==> src/rtl/apb_pkg.sv <==
// apb_pkg: shared types for the APB requester bridge (FSM states, response entry).
package apb_pkg;
  localparam int APB_DATA_W = 32;
  typedef enum logic [1:0] {IDLE, SETUP, ACCESS, RDWAIT} apb_master_state_t;
  typedef struct packed {
    logic [APB_DATA_W-1:0] rdata;
    logic                  err;
  } apb_rsp_t;
endpackage

==> src/rtl/apb_master_rsp_reg.sv <==
// apb_master_rsp_reg: one-entry response holding register with valid/ready.
module apb_master_rsp_reg
  import apb_pkg::*;
(
  input  logic     clk,
  input  logic     rst,
  input  logic     load,
  input  apb_rsp_t rsp_d,
  input  logic     rsp_ready,
  output logic     rsp_valid,
  output apb_rsp_t rsp_q
);
  always_ff @(posedge clk) begin
    if (rst) begin
      rsp_valid <= 1'b0;
      rsp_q     <= '0;
    end else begin
      rsp_valid <= load || (rsp_valid && !rsp_ready);
      if (load) rsp_q <= rsp_d;
    end
  end
endmodule

==> src/rtl/apb_master_bridge.sv <==
// apb_master_bridge: valid/ready command channel to APB3 SETUP/ACCESS transfers with response channel.
// Define APB_MASTER_LATE_RDATA_EN to sample read data/pslverr one cycle after the completing ACCESS.
module apb_master_bridge
  import apb_pkg::*;
#(
  parameter int addrWidth      = 32,
  parameter int dataWidth      = 32,
  parameter int TIMEOUT_CYCLES = 16
) (
  input  logic                 clk,
  input  logic                 rst,
  input  logic                 cmd_valid,
  output logic                 cmd_ready,
  input  logic [addrWidth-1:0] cmd_addr,
  input  logic                 cmd_write,
  input  logic [dataWidth-1:0] cmd_wdata,
  output logic                 rsp_valid,
  input  logic                 rsp_ready,
  output logic [dataWidth-1:0] rsp_rdata,
  output logic                 rsp_err,
  output logic [addrWidth-1:0] paddr,
  output logic                 pwrite,
  output logic                 psel,
  output logic                 penable,
  output logic [dataWidth-1:0] pwdata,
  input  logic [dataWidth-1:0] prdata,
  input  logic                 pready,
  input  logic                 pslverr
);
  localparam int TW = TIMEOUT_CYCLES > 0 ? $clog2(TIMEOUT_CYCLES + 1) : 1;
  apb_master_state_t state;
  logic [TW-1:0] to_cnt;
  logic timeout, done;
  apb_rsp_t rsp_d, rsp_q;
  assign cmd_ready = !rst && state == IDLE && (!rsp_valid || rsp_ready);
  assign timeout = TIMEOUT_CYCLES != 0 && state == ACCESS && !pready && to_cnt == TW'(TIMEOUT_CYCLES - 1);
`ifdef APB_MASTER_LATE_RDATA_EN
  assign done = timeout || (state == ACCESS && pready && pwrite) || state == RDWAIT;
`else
  assign done = timeout || (state == ACCESS && pready);
`endif
  always_comb begin
    rsp_d.err   = timeout || pslverr;
    rsp_d.rdata = (timeout || pwrite) ? '0 : APB_DATA_W'(prdata);
  end
  always_ff @(posedge clk) begin
    if (rst) begin
      state   <= IDLE;
      psel    <= 1'b0;
      penable <= 1'b0;
      paddr   <= '0;
      pwrite  <= 1'b0;
      pwdata  <= '0;
      to_cnt  <= '0;
    end else begin
      case (state)
        IDLE: if (cmd_valid && cmd_ready) begin
          state  <= SETUP;
          psel   <= 1'b1;
          paddr  <= cmd_addr;
          pwrite <= cmd_write;
          pwdata <= cmd_wdata;
        end
        SETUP: begin
          state   <= ACCESS;
          penable <= 1'b1;
          to_cnt  <= '0;
        end
        ACCESS: if (pready || timeout) begin
          psel    <= 1'b0;
          penable <= 1'b0;
`ifdef APB_MASTER_LATE_RDATA_EN
          state   <= (pready && !pwrite) ? RDWAIT : IDLE;
`else
          state   <= IDLE;
`endif
        end else to_cnt <= to_cnt + TW'(1);
        default: state <= IDLE;
      endcase
    end
  end
  apb_master_rsp_reg u_rsp (
    .clk      (clk),
    .rst      (rst),
    .load     (done),
    .rsp_d    (rsp_d),
    .rsp_ready(rsp_ready),
    .rsp_valid(rsp_valid),
    .rsp_q    (rsp_q)
  );
  assign rsp_rdata = rsp_q.rdata[dataWidth-1:0];
  assign rsp_err   = rsp_q.err;
endmodule

==> config.mk <==
export PLATFORM = sky130hd
export DESIGN_NAME = apb_master_bridge
export DESIGN_NICKNAME = d
export VERILOG_FILES = /design/src/rtl/apb_pkg.sv /design/src/rtl/apb_master_rsp_reg.sv /design/src/rtl/apb_master_bridge.sv
export SDC_FILE = /design/constraint.sdc
export NUM_CORES = 1
export LEC_CHECK = 0
export CAP_MARGIN = 20
export CELL_PAD_IN_SITES_DETAIL_PLACEMENT = 1
export CELL_PAD_IN_SITES_GLOBAL_PLACEMENT = 1
export CORE_MARGIN = 2
export CORE_UTILIZATION = 33
export CTS_CLUSTER_DIAMETER = 60
export CTS_CLUSTER_SIZE = 25
export DETAILED_ROUTE_END_ITERATION = 7
export PLACE_DENSITY_LB_ADDON = 0.1
export SYNTH_ARGS = -nofsm -noshare
export SYNTH_HDL_FRONTEND = slang
export SYNTH_SLANG_ARGS = --single-unit
==> constraint.sdc <==
create_clock -name clk -period 4.4 [get_ports clk]
set_clock_uncertainty 0.1 [all_clocks]
set_input_delay 0.88 -clock clk [delete_from_list [all_inputs] [get_ports clk]]
set_output_delay 0.88 -clock clk [all_outputs]
set_load 0.1 [all_outputs]
==> impl_metrics.env <==
export IMPL_status="finished clean"
export IMPL_seq_area_frac_synth=0.516
export IMPL_synth_seq_cells=108
export IMPL_min_path_cells=1
export IMPL_layout_common_cells="clkdlybuf4s50_1 (202), dfxtp_1 (108), nor2b_1 (56)"
export IMPL_critPathMaxStageDelay_ns=0.46
export IMPL_numCtsBuffers=9
export IMPL_via_per_inst=4.54
export IMPL_crit_chain="clkdlybuf4s50_1, nand2b_1, nand2_1, nor2_1, buf_4"
export IMPL_min_path_type="reg2reg"
export IMPL_vias=3213
export IMPL_hold_viol_final=0
export IMPL_p_switching_uw=894
export IMPL_grt_busiest_layer="met2"
export IMPL_grt_ovfl_total=0
export IMPL_grt_pass1_vias=3282
export IMPL_row_count=41
export IMPL_syn_area_um2=4190
export IMPL_powerDensity_nw_per_um2=393
export IMPL_path_delay_family="buffers and inverters"
export IMPL_initial_utilization=0.335
export IMPL_die_x_um=117
export IMPL_synth_distinct_cells=29
export IMPL_fin_tns_setup_ns=0
export IMPL_avgSynthCellArea_um2=12.5
export IMPL_syn_inst=335
export IMPL_synth_largest_area_cell="dfxtp_1"
export IMPL_timing_rr_start="to_cnt[0]$_SDFFE_PP0P_"
export IMPL_seq_power_share=0.413
export IMPL_postPlaceCellArea_um2=6320
export IMPL_ir_drop_uv=309
export IMPL_met3_usage=0.0872
export IMPL_root_buffer="clkbuf_16"
export IMPL_min_period_over_period=0.666
export IMPL_clk_pin_slew_worst_paths_ns=0.06
export IMPL_grt_pass1_wl_um=16800
export IMPL_cts_sinks=108
export IMPL_criticalPathCategory="in2out"
export IMPL_port_buffers=204
export IMPL_antenna_left=0
export IMPL_cp_end_kind="primary output"
export IMPL_max_slew_margin=0.310
export IMPL_post_route_min_period_ns=2.93
export IMPL_timing_rr_end="u_rsp.rsp_q[2]$_SDFFE_PP0P_"
export IMPL_hold_end="psel$_SDFFE_PP0P_"
export IMPL_dieArea_um2=13600
export IMPL_switching_share=0.346
export IMPL_min_from="psel$_SDFFE_PP0P_"
export IMPL_cts_tree="built"
export IMPL_finalSetupViolCount=0
export IMPL_rsz0062_at_grt="no"
export IMPL_wl_um=11200
export IMPL_drive_above_1_share=0.166
export IMPL_worst_setup_path_start_kind="input port"
export IMPL_rrSetupSlack_ns=1.88
export IMPL_critPathBufInv=2
export IMPL_maxCapViolations=0
export IMPL_synth_fp_nets=440
export IMPL_layout_nets=637
export IMPL_grt_usage=0.162
export IMPL_drc_errors=0
export IMPL_crit_path_max_fanout=3
export IMPL_r2r_cells=6
export IMPL_grt_util_met1=0.191
export IMPL_crit_arrival_ns=1.95
export IMPL_p_int_uw=1690
export IMPL_yosys_warnings=0
export IMPL_gp_congestion=0.671
export IMPL_drt_wirelength_per_cell_um=15.9
export IMPL_use_met2=0.260
export IMPL_grt_antenna_before_repair=0
export IMPL_n_antenna_cell=0
export IMPL_io_pin_count=205
export IMPL_clkPwrFrac=0.283
export IMPL_hold_buffers=0
export IMPL_drtPass1Iterations=4
export IMPL_h_tree_depth=3
export IMPL_final_common_cell="clkdlybuf4s50_1"
export IMPL_final_area_um2=6580
export IMPL_cts_buffer_depth=2
export IMPL_synth_top_area_share=0.516
export IMPL_syn2layout_area_growth_pct=57.1
export IMPL_fmax_mhz=341
export IMPL_slowest_stage="clkdlybuf4s50_1"
export IMPL_comb_power_share=0.305
export IMPL_coreArea_um2=12500
export IMPL_worst_pin_slew_ns=1.03
export IMPL_drtIter0Drc=170
export IMPL_dpl_hpwl_um=8040
export IMPL_ys_top_cells_by_area="dfxtp_1 (52%), mux2_4 (14%), nor2b_1 (8.4%), mux2_2 (7.0%), a22o_1 (6.7%)"
export IMPL_critPathRequiredTime_ns=3.42
export IMPL_die_h_um=117
export IMPL_p_leak_uw=0.00268
export IMPL_grt_max_degree=56
export IMPL_postCtsSetupBuffers=0
export IMPL_slew_violations=0
export IMPL_cts_resized=0
export IMPL_insertion_delay_ns=0.35
-- per-stage QoR --
stage               cells  hold slack, ns  setup slack, ns   util  power, uW
finish                707           0.370             1.47  0.526       2580
global route          707           0.396             1.42  0.526       2690
CTS                   707           0.378             1.46  0.526       2620
detailed placement    693           0.362             1.38  0.505       1880
global placement      692           0.350             1.38  0.504       1870
floorplan             335           0.343             1.10      -       1650
-- worst max path at each step --
stage,endpoint,start,cells after the start
6_report,cmd_ready,rsp_ready,5
5_1_grt,cmd_ready,rsp_ready,5
4_1_cts,cmd_ready,rsp_ready,5
3_5_place_dp,u_rsp.rsp_q[28]$_SDFFE_PP0P_,pready,4
3_3_place_gp,u_rsp.rsp_q[5]$_SDFFE_PP0P_,pready,3
2_1_floorplan,cmd_ready,rsp_ready,3
-- kinds of logic after synthesis --
logic type      after synthesis  synth area share
flops                       108             0.516
simple gates                 88             0.136
mux                          65             0.210
compound gates               47            0.0929
buf+inv                      25            0.0391
fa+ha+maj                     2           0.00597
-- per-layer routing --
layer	vias up	routed length (um)
met2	123	5160
met3	7	1100
met4	0	108
met5	-	0
li1	1550	-
met1	1533	4850
-- worst reg2reg max path, cell delays in order, from the launching register on --
cell and delay, ns:
dfxtp_1 0.35, ha_1 0.24, and3_1 0.20, ha_1 0.23
or2_2 0.35, a21oi_4 0.73, a22o_1 0.28
-- state kept, by name (all words and copies together) (netlist names) --
signal	cells
u_rsp.rsp_q	33
paddr	32
pwdata	32
to_cnt	5
state	2
penable	1
psel	1
pwrite	1
u_rsp.rsp_valid	1
-- area by class of cell --
cell class / count / area, um^2
Timing Repair Buffer: 208 / 2070
Sequential cell: 108 / 2160
Clock inverter: 3 / 15.0
Multi-Input combinational cell: 202 / 1860
Inverter: 3 / 11.3
Clock buffer: 11 / 243
Fill cell: 1343 / 5940
Tap cell: 172 / 215
-- synth_stat cells (all sizes together) --
cell type and count:
dfxtp 108, mux2 65, nor2b 56, a22o 32, buf 14, and2b 10, a21oi 9, clkbuf 8
nand2 5, nand2b 5, nand3 4, a311oi 3, inv 3, ha 2, nor2 2, a21bo 1
a41oi 1, and3 1, and4b 1, nand4b 1, nor4b 1, o21a 1, or2 1, or4b 1
-- power by group through the flow --
stage	Sequential, uW	Clock [uW]	Combinational (uW)
after floorplan	1500	0	154
after global placement	1090	0	784
after detailed placement	1090	0	790
after CTS	1070	765	793
after global routing	1070	799	815
final	1070	731	787
Note: power is estimated with default switching activity, not from simulation.
